### src/rtl/regfile_sb_if.sv
// Decode/writeback-facing bundle of the femtoRV32 register file with pending scoreboard.
// The master drives reads, writes, issues and clear requests; the slave is the register file.
interface regfile_sb_if #(
    parameter int N      = 32,
    parameter int ADDR_W = 5
);
    logic              clr_req;
    logic              busy;
    logic              RegWrite;
    logic [ADDR_W-1:0] WriteReg;
    logic [N-1:0]      WriteData;
    logic [ADDR_W-1:0] ReadReg1;
    logic [ADDR_W-1:0] ReadReg2;
    logic [N-1:0]      ReadData1;
    logic [N-1:0]      ReadData2;
    logic              issue_valid;
    logic [ADDR_W-1:0] issue_rd;
    logic              pend1;
    logic              pend2;

    modport master (
        output clr_req, RegWrite, WriteReg, WriteData, ReadReg1, ReadReg2,
               issue_valid, issue_rd,
        input  busy, ReadData1, ReadData2, pend1, pend2
    );

    modport slave (
        input  clr_req, RegWrite, WriteReg, WriteData, ReadReg1, ReadReg2,
               issue_valid, issue_rd,
        output busy, ReadData1, ReadData2, pend1, pend2
    );
endinterface

### src/rtl/regfile_sb.sv
// Register file with two combinational read ports, one write port, optional write bypass,
// per-register pending scoreboard and a one-entry-per-cycle clear engine.
//
// state | meaning
// IDLE  | normal operation; reads, writes and issues are serviced
// CLEAR | sweeping clrIdx from 1 to DEPTH-1; writes/issues dropped, reads return 0
module regfile_sb #(
    parameter int N      = 32,
    parameter int ADDR_W = 5,
    parameter int BYPASS = 1
) (
    input logic          clk,
    input logic          rst,
    regfile_sb_if.slave  bus
);
    localparam int                DEPTH     = 1 << ADDR_W;
    localparam logic [ADDR_W-1:0] LAST_IDX  = '1;
    localparam logic [ADDR_W-1:0] FIRST_IDX = ADDR_W'(1);

    typedef enum logic {IDLE, CLEAR} state_t;

    state_t            state;
    state_t            stateNext;
    logic [ADDR_W-1:0] clrIdx;
    logic [ADDR_W-1:0] clrIdxNext;
    logic              busyInt;
    logic              clrStart;

    logic [N-1:0]      regs [DEPTH];
    logic [DEPTH-1:0]  pending;

    logic              wrEn;
    logic              issEn;
    logic              fwd1;
    logic              fwd2;
    logic [N-1:0]      rd1;
    logic [N-1:0]      rd2;
    logic              p1;
    logic              p2;

    assign wrEn  = bus.RegWrite && !busyInt && (bus.WriteReg != '0);
    assign issEn = bus.issue_valid && !busyInt && (bus.issue_rd != '0);
    assign fwd1  = wrEn && (BYPASS != 0) && (bus.WriteReg == bus.ReadReg1);
    assign fwd2  = wrEn && (BYPASS != 0) && (bus.WriteReg == bus.ReadReg2);

    always_ff @(posedge clk or posedge rst) begin
        if (rst) begin
            state  <= IDLE;
            clrIdx <= '0;
        end else begin
            state  <= stateNext;
            clrIdx <= clrIdxNext;
        end
    end

    // The sweep stops at LAST_IDX instead of letting clrIdx wrap back to 0.
    always_comb begin
        stateNext  = state;
        clrIdxNext = clrIdx;
        busyInt    = 1'b0;
        clrStart   = 1'b0;
        case (state)
            IDLE: begin
                if (bus.clr_req) begin
                    stateNext  = CLEAR;
                    clrIdxNext = FIRST_IDX;
                    clrStart   = 1'b1;
                end
            end
            CLEAR: begin
                busyInt = 1'b1;
                if (clrIdx == LAST_IDX) begin
                    stateNext = IDLE;
                end else begin
                    clrIdxNext = clrIdx + FIRST_IDX;
                end
            end
            default: begin
                stateNext = IDLE;
            end
        endcase
    end

    always_ff @(posedge clk or posedge rst) begin
        if (rst) begin
            for (int i = 0; i < DEPTH; i++) begin
                regs[i] <= '0;
            end
        end else if (busyInt) begin
            regs[clrIdx] <= '0;
        end else if (wrEn) begin
            regs[bus.WriteReg] <= bus.WriteData;
        end
    end

    // Issue is applied after writeback so a same-cycle new producer keeps the bit set.
    always_ff @(posedge clk or posedge rst) begin
        if (rst) begin
            pending <= '0;
        end else if (clrStart) begin
            pending <= '0;
        end else begin
            if (wrEn) begin
                pending[bus.WriteReg] <= 1'b0;
            end
            if (issEn) begin
                pending[bus.issue_rd] <= 1'b1;
            end
        end
    end

    always_comb begin
        rd1 = '0;
        p1  = 1'b0;
        if (!busyInt && (bus.ReadReg1 != '0)) begin
            if (fwd1) begin
                rd1 = bus.WriteData;
            end else begin
                rd1 = regs[bus.ReadReg1];
                p1  = pending[bus.ReadReg1];
            end
        end
    end

    always_comb begin
        rd2 = '0;
        p2  = 1'b0;
        if (!busyInt && (bus.ReadReg2 != '0)) begin
            if (fwd2) begin
                rd2 = bus.WriteData;
            end else begin
                rd2 = regs[bus.ReadReg2];
                p2  = pending[bus.ReadReg2];
            end
        end
    end

    assign bus.ReadData1 = rd1;
    assign bus.ReadData2 = rd2;
    assign bus.pend1     = p1;
    assign bus.pend2     = p2;
    assign bus.busy      = busyInt;

endmodule

### src/flat_wrapper.sv
// flat-port wrapper written by rule: the top's interface ports become plain ports
module regfile_sb_flat 
#(
    parameter int N      = 32,
    parameter int ADDR_W = 5,
    parameter int BYPASS = 1
)
  (clk, rst, bus_clr_req, bus_RegWrite, bus_WriteReg, bus_WriteData, bus_ReadReg1, bus_ReadReg2, bus_issue_valid, bus_issue_rd, bus_busy, bus_ReadData1, bus_ReadData2, bus_pend1, bus_pend2);
  regfile_sb_if #(.N(N), .ADDR_W(ADDR_W)) bus_i ();
  input logic clk;
  input logic rst;
  input wire logic [$bits(bus_i.clr_req)-1:0] bus_clr_req;
  input wire logic [$bits(bus_i.RegWrite)-1:0] bus_RegWrite;
  input wire logic [$bits(bus_i.WriteReg)-1:0] bus_WriteReg;
  input wire logic [$bits(bus_i.WriteData)-1:0] bus_WriteData;
  input wire logic [$bits(bus_i.ReadReg1)-1:0] bus_ReadReg1;
  input wire logic [$bits(bus_i.ReadReg2)-1:0] bus_ReadReg2;
  input wire logic [$bits(bus_i.issue_valid)-1:0] bus_issue_valid;
  input wire logic [$bits(bus_i.issue_rd)-1:0] bus_issue_rd;
  output wire logic [$bits(bus_i.busy)-1:0] bus_busy;
  output wire logic [$bits(bus_i.ReadData1)-1:0] bus_ReadData1;
  output wire logic [$bits(bus_i.ReadData2)-1:0] bus_ReadData2;
  output wire logic [$bits(bus_i.pend1)-1:0] bus_pend1;
  output wire logic [$bits(bus_i.pend2)-1:0] bus_pend2;
  assign bus_i.clr_req = bus_clr_req;
  assign bus_i.RegWrite = bus_RegWrite;
  assign bus_i.WriteReg = bus_WriteReg;
  assign bus_i.WriteData = bus_WriteData;
  assign bus_i.ReadReg1 = bus_ReadReg1;
  assign bus_i.ReadReg2 = bus_ReadReg2;
  assign bus_i.issue_valid = bus_issue_valid;
  assign bus_i.issue_rd = bus_issue_rd;
  assign bus_busy = bus_i.busy;
  assign bus_ReadData1 = bus_i.ReadData1;
  assign bus_ReadData2 = bus_i.ReadData2;
  assign bus_pend1 = bus_i.pend1;
  assign bus_pend2 = bus_i.pend2;
  regfile_sb #(.N(N), .ADDR_W(ADDR_W), .BYPASS(BYPASS)) u_core (.clk(clk), .rst(rst), .bus(bus_i));
endmodule
### config.mk
export PLATFORM = sky130hd
export DESIGN_NAME = regfile_sb_flat
export DESIGN_NICKNAME = d
export VERILOG_FILES = /design/src/rtl/regfile_sb_if.sv /design/src/rtl/regfile_sb.sv /design/src/flat_wrapper.sv
export SDC_FILE = /design/constraint.sdc
export NUM_CORES = 2
export LEC_CHECK = 0
export ABC_AREA = 1
export ABC_CLOCK_PERIOD_IN_PS = 46200
export CELL_PAD_IN_SITES_DETAIL_PLACEMENT = 1
export CELL_PAD_IN_SITES_GLOBAL_PLACEMENT = 2
export CORE_UTILIZATION = 38
export CTS_BUF_LIST = sky130_fd_sc_hd__clkbuf_2
export CTS_CLUSTER_SIZE = 8
export DETAILED_ROUTE_END_ITERATION = 10
export GPL_TIMING_DRIVEN = 0
export HOLD_SLACK_MARGIN = 0.12
export PLACE_DENSITY = 0.85
export REMOVE_ABC_BUFFERS = 1
export SLEW_MARGIN = 25
export SYNTH_ARGS = -nofsm -noshare
export SYNTH_HDL_FRONTEND = slang
export SYNTH_SLANG_ARGS = --single-unit
### constraint.sdc
create_clock -name clk -period 46.2 [get_ports clk]
set_clock_uncertainty 0.15 [all_clocks]
set_input_delay 6.93 -clock clk [delete_from_list [all_inputs] [get_ports clk]]
set_output_delay 6.93 -clock clk [all_outputs]
set_load 0.03 [all_outputs]
# Word-level counts from Yosys, hierarchy flattened
# Cells that the tools add are included.
# word_totals
ff_bits	1062
mem_bits_ro	0
out_inout_bits	67
in_bits	57
ramBits	0
memories	0
latchBits	0
wordCells	123
# classes
multipliers	0
reduce_logical	19
n_bitwise	10
muxes	41
n_div	0
shifts	0
add_sub_neg	1
n_eq_ne	5
magnitude_cmp	12
# ops
cell	n
2-to-1 mux 1024 bit	2
bitwise AND 1024 bit	1
bitwise mux 1024 bit	1
NOT 1024 bit	1
2-to-1 mux 32 bit	14
binary-select mux 32 bit (select 5 bit)	2
demux 32 bit (select 5 bit)	2
bitwise AND 32 bit	1
NOT 32 bit	1
bitwise OR 32 bit	1
>= comparator 6 bit (second input constant)	4
less-than comparator 5 x 6 -> 1 bit (second input constant)	4
NOT 5 -> 6 bit	4
nonzero test 5 bit	4
logical AND 1 bit	12
less-than comparator 6 x 1 -> 1 bit (second input constant)	2
2-to-1 mux 1 bit	12
binary-select mux 1 bit (select 5 bit)	2
demux 1 bit (select 5 bit)	2
== test 5 bit	2
>= comparator 5 x 1 -> 1 bit (second input constant)	2
2-to-1 mux 5 bit	2
case mux 5 bit (2 select lines)	1
adder 5 x 1 -> 5 bit (second input constant)	1
other kinds (7)	8

# Longest topological paths before layout
# depth
depth_word	11
mapped_depth	14
depth_no_buf	11

# Least setup slack after synthesis
# No wires, ideal clock.
# synth_timing
kind	input -> output
start	input port bus_WriteReg[2]
end	output port bus_pend2
t_arrival_ps	8564
stages	10
path_slack_ps	30556
required_ps	39120
path_cell_list	buf_4 -> nor3_2 -> nand2_1 -> nand2_1 -> inv_2 -> buf_6 -> a21oi_2 -> buf_4 -> nand2_1 -> nor2_1
# synth_between
elab_chain_len	5
word_cells_on_any_way	6
# synth_rtl
item	line	text
start: declaration	flat_wrapper.sv:14	input wire logic [$bits(bus_i.WriteReg)-1:0] bus_WriteReg;
nonzero test 5 bit	regfile_sb.sv:41	assign wrEn = bus.RegWrite && !busyInt && (bus.WriteReg != '0);
logical AND 1 bit	regfile_sb.sv:41	
logical AND 1 bit (*)	regfile_sb.sv:44	assign fwd2 = wrEn && (BYPASS != 0) && (bus.WriteReg == bus.ReadReg2);
2-to-1 mux 1 bit (*)	regfile_sb.sv:129	if (fwd2) begin
2-to-1 mux 1 bit (*)	regfile_sb.sv:128	if (!busyInt && (bus.ReadReg2 != '0)) begin
end: declaration	flat_wrapper.sv:24	output wire logic [$bits(bus_i.pend2)-1:0] bus_pend2;
# Every way passes the cells marked *; elsewhere a longest branch is shown, timed or not.

# Final worst setup path
# layout_timing
start	input port bus_WriteReg[1]
end	output port bus_ReadData2[14]
# layout_between
elab_chain_len	5
word_cells_on_any_way	6
# layout_rtl
item	line	text
nonzero test 5 bit	regfile_sb.sv:41	
logical AND 1 bit	regfile_sb.sv:41	
logical AND 1 bit (*)	regfile_sb.sv:44	
2-to-1 mux 32 bit (*)	regfile_sb.sv:129	
2-to-1 mux 32 bit (*)	regfile_sb.sv:128	
end: declaration	flat_wrapper.sv:22	output wire logic [$bits(bus_i.ReadData2)-1:0] bus_ReadData2;
# Marked as above.

==> out/summary.md <==
The area growth from synthesis to final layout is 14.68%, and the required time at the endpoint of the critical path is 39.12 ns. The power per cell area was 39.71 nW/µm²; the HPWL after detailed placement was 191.9 mm. The synthesized netlist contains 38 unique library cells.

In the post-route analysis, the smallest setup slack over all paths is 27.29 ns. The top cell type by area accounts for 44.73% of the synthesized area. In this run the critical register-to-register path is launched from u_core.state.

The number of setup buffers added after CTS is 0. Global routing finished with a remaining overflow of 0. The tools report the type of origin of the critical path as an input pin.

The tightest hold path in the finished design has a slack of 0.3500 ns. The worst slew margin relative to its limit was 12.08%; the data arrival time at the worst-slack endpoint was 11.83 ns. The origin of the worst min-delay path was u_core.regs[1006]. The cell that appears most often on the critical path is sky130_fd_sc_hd__nand2_1. For the pin count of the biggest net entering global routing, the log shows 105.

After synthesis the netlist holds a flip-flop and latch count of 1062. The average instance in the mapped netlist occupies 7.368 µm². Sorting the synthesized cells by area gives the leading types as sky130_fd_sc_hd__dfrtp_1 45%, sky130_fd_sc_hd__nand2_1 10%, sky130_fd_sc_hd__o22ai_1 9.8%. The run finished with clean final reports. The run gives 65010 as the via count of the first global-routing pass. The floorplan step set the die width to 397.4 µm.

In this run the critical register-to-register path is captured at u_core.regs[568]. The number of vias per cell is 6.306. The number of placement rows was 144. Across every metal layer, demand over resource in global routing totals 38.14%. Excluding fillers, the count of instances in the completed layout stands at 10228. The core region is 154600 µm². The count of nets left with antenna violations once routing finished came out at 0. Across the VDD grid, the largest voltage drop is 0.02125 mV. TritonCTS built the clock tree.

The final critical path takes up 40.93% of the cycle. In the layout the commonest cells are 1594 x sky130_fd_sc_hd__nand2_1, 1110 x sky130_fd_sc_hd__inv_1, 1062 x sky130_fd_sc_hd__dfrtp_1. During I/O placement, the number of pins put on the boundary was 124. The number of gates resized after CTS was 0. For this design the static power due to leakage is 29.88 nW.

The largest individual stage delay along the critical path comes from the cell sky130_fd_sc_hd__clkdlybuf4s50_1. The path with the worst hold slack has its endpoint at u_core.regs[1006]. The run gives 44.73% as the portion of the post-synthesis area used by sequential elements.

Share of final-layout standard cells stronger than drive strength 1: 9.924%. Number of enable flip-flop cells after synthesis: 0. Counting flops with an async set or reset pin after synthesis yields a share of 100.0%. After detailed routing, the average wire length per cell comes to 29.87 µm. The type of the worst min-delay path is register to register.

For the total CTS buffers, the log shows 313. Counting instances, the worst hold path has a depth of 2. The final number of max-transition violations came out at 0. The H-tree level count was 5; the fmax was 0.05288 GHz. The first global-routing pass estimated 444.9 mm of wire.

Including well taps, the total number of placed cells is 9713. The number of buffer and inverter instances along the worst setup path was 4; the initial cell density of the core was 38.43%. The vertical extent of the die was 397.4 µm; the length of the first detailed-routing pass in iterations was 8. Counting every sink on the clock net gives 1062.

The overall die area is 157900 µm². The most used flip-flop cell after synthesis is sky130_fd_sc_hd__dfrtp_1. After routing the design area is 68130 µm². The worst setup slack after placement was 27.45 ns; the worst reg2reg path depth was 8.

The actual transition at the worst max-transition pin works out to 1.319 ns. After clock tree synthesis, the flow added hold-fix buffers numbering 0. Cell type with the largest total area after synthesis: sky130_fd_sc_hd__dfrtp_1. The final route contains 64500 vias.

The last weighted congestion value of the routability-driven placer came out at 0.8049. Setup repair after global routing left no endpoint under its margin. The port buffer count came out at 123. Of all nets on the critical path, the largest fanout is 42.

The filler cells instantiated in the layout total 19051. Setup violations remaining at the end of the flow were counted as 0. Yosys printed 0 warnings. Counting every instance in the synthesized netlist gives 8063.

The count of final hold-check violations is 0. Max-cap violations in this run came to 0. For flop-to-flop paths, the worst setup slack is 42.21 ns. For this run, design rule violations remaining after detail routing come to 0. The detailed router finished its first iteration with 7514 violations. The tools report the placed instance area as 65630 µm². The signal on the critical path passes through clkdlybuf4s50_1, nor2_1, nand2_1, nand2_1, inv_4, nand2_2, inv_2, nand3_1, nand2_1, clkdlybuf4s50_1.

Clock transition at the register clock pins on the worst setup and hold paths after CTS: 0.08 ns. The worst setup path is of the input pin to output pin kind. Initial antenna violation count: 10.

The most common cell after layout, fill and taps aside is sky130_fd_sc_hd__nand2_1. The peak per-stage delay on the critical path is 1.03 ns. The final layout contains 8046 nets. The final critical-path required period was 18.91 ns. The run gives 1.84 ns as the clock network latency to the later pin of the worst-skew pair. The logs give 4 for the maximum count of clock buffers along a single path and 305.5 mm for the overall routed net length. Family of cells with the greatest summed delay on the critical path: buffers and inverters. The clock root buffer was sky130_fd_sc_hd__clkbuf_2. STA classifies the critical path endpoint as an output pin.

After synthesis the cells add up to 59410 µm².
[per-stage QoR]
| stage | TNS (ns) | power (mW) | utilization [%] |
|---|---|---|---|
| after global placement | -7801.95 | 1.899 | 38.86 |
| final | 0 | 2.705 | 44.07 |
| after global routing | 0 | 2.822 | 44.06 |
| after CTS | 0 | 2.685 | 44.05 |
| after floorplan | 0 | 1.581 | - |
| after detailed placement | 0 | 1.985 | 42.46 |
[registers in the layout, indices dropped and copies added, names as in the netlist]
name,count
u_core.regs,1024
u_core.pending,32
u_core.clrIdx,5
u_core.state,1
[tightest hold or removal path, stage by stage (launching register included)]
cell,delay [ns]
sky130_fd_sc_hd__dfrtp_1,0.37
sky130_fd_sc_hd__nand2_1,0.06
sky130_fd_sc_hd__inv_1,0.04
[synthesized netlist by cell type (9+ instances only)]
library cell	instances
sky130_fd_sc_hd__inv_1	1148
sky130_fd_sc_hd__o211ai_1	138
sky130_fd_sc_hd__buf_1	81
sky130_fd_sc_hd__nand3b_1	9
sky130_fd_sc_hd__nor3_1	11
sky130_fd_sc_hd__nor2_1	103
sky130_fd_sc_hd__o21ai_0	715
sky130_fd_sc_hd__o22ai_1	931
sky130_fd_sc_hd__nand2_2	10
sky130_fd_sc_hd__buf_4	11
sky130_fd_sc_hd__buf_2	235
sky130_fd_sc_hd__dfrtp_1	1062
sky130_fd_sc_hd__clkbuf_1	407
sky130_fd_sc_hd__a21oi_1	703
sky130_fd_sc_hd__nand2_1	1602
sky130_fd_sc_hd__o21ai_2	13
sky130_fd_sc_hd__nand3_1	808
[layer usage]
layer	global-route usage, %	wire length, µm
met5	0	60
met4	21.04	18100
met2	56.27	130900
met1	51.06	123400
met3	9.449	32980
[cells by family after synthesis]
family / share of synthesized area [%]
adder cells (fa/ha/maj): 0.1053
buffers and inverters: 12.59
AND/OR/NAND/NOR: 18.51
XOR/XNOR: 0.1179
flip-flops: 44.73
AO/OA/AOI/OAI: 23.94
[how the worst max path moves through the flow]
stage                     depth (start not counted)       startpoint           endpoint  slack [ns]
after floorplan                                   1              rst   u_core.clrIdx[0]        9.23
after global placement                            8  bus_ReadReg1[0]   bus_ReadData1[8]      -30.19
after detailed placement                         10  bus_WriteReg[1]  bus_ReadData2[14]       27.45
after CTS                                        10  bus_WriteReg[1]  bus_ReadData2[14]       27.43
after global routing                             13  bus_ReadReg2[0]  bus_ReadData2[14]       27.23
final                                            10  bus_WriteReg[1]  bus_ReadData2[14]       27.29
[where the power goes]
part | internal (mW) | leakage, nW | switching, mW
logic | 0.268 | 13.2 | 0.550
registers | 1.08 | 14.7 | 0.0997
clock network | 0.257 | 1.99 | 0.448
[area by class of cell]
cell class / count / area (µm²) / share of cell area [%]
antenna: 12 / 30.03 / 0.04408
clock buffer: 456 / 2282 / 3.350
clock inverter: 47 / 178.9 / 0.2626
inverter: 1160 / 4420 / 6.489
multi-input combinational: 5104 / 25860 / 37.96
sequential: 1062 / 26580 / 39.01
tap: 2044 / 2557 / 3.754
timing repair buffer: 343 / 6217 / 9.126
Note: power is estimated with default switching activity, not from simulation.
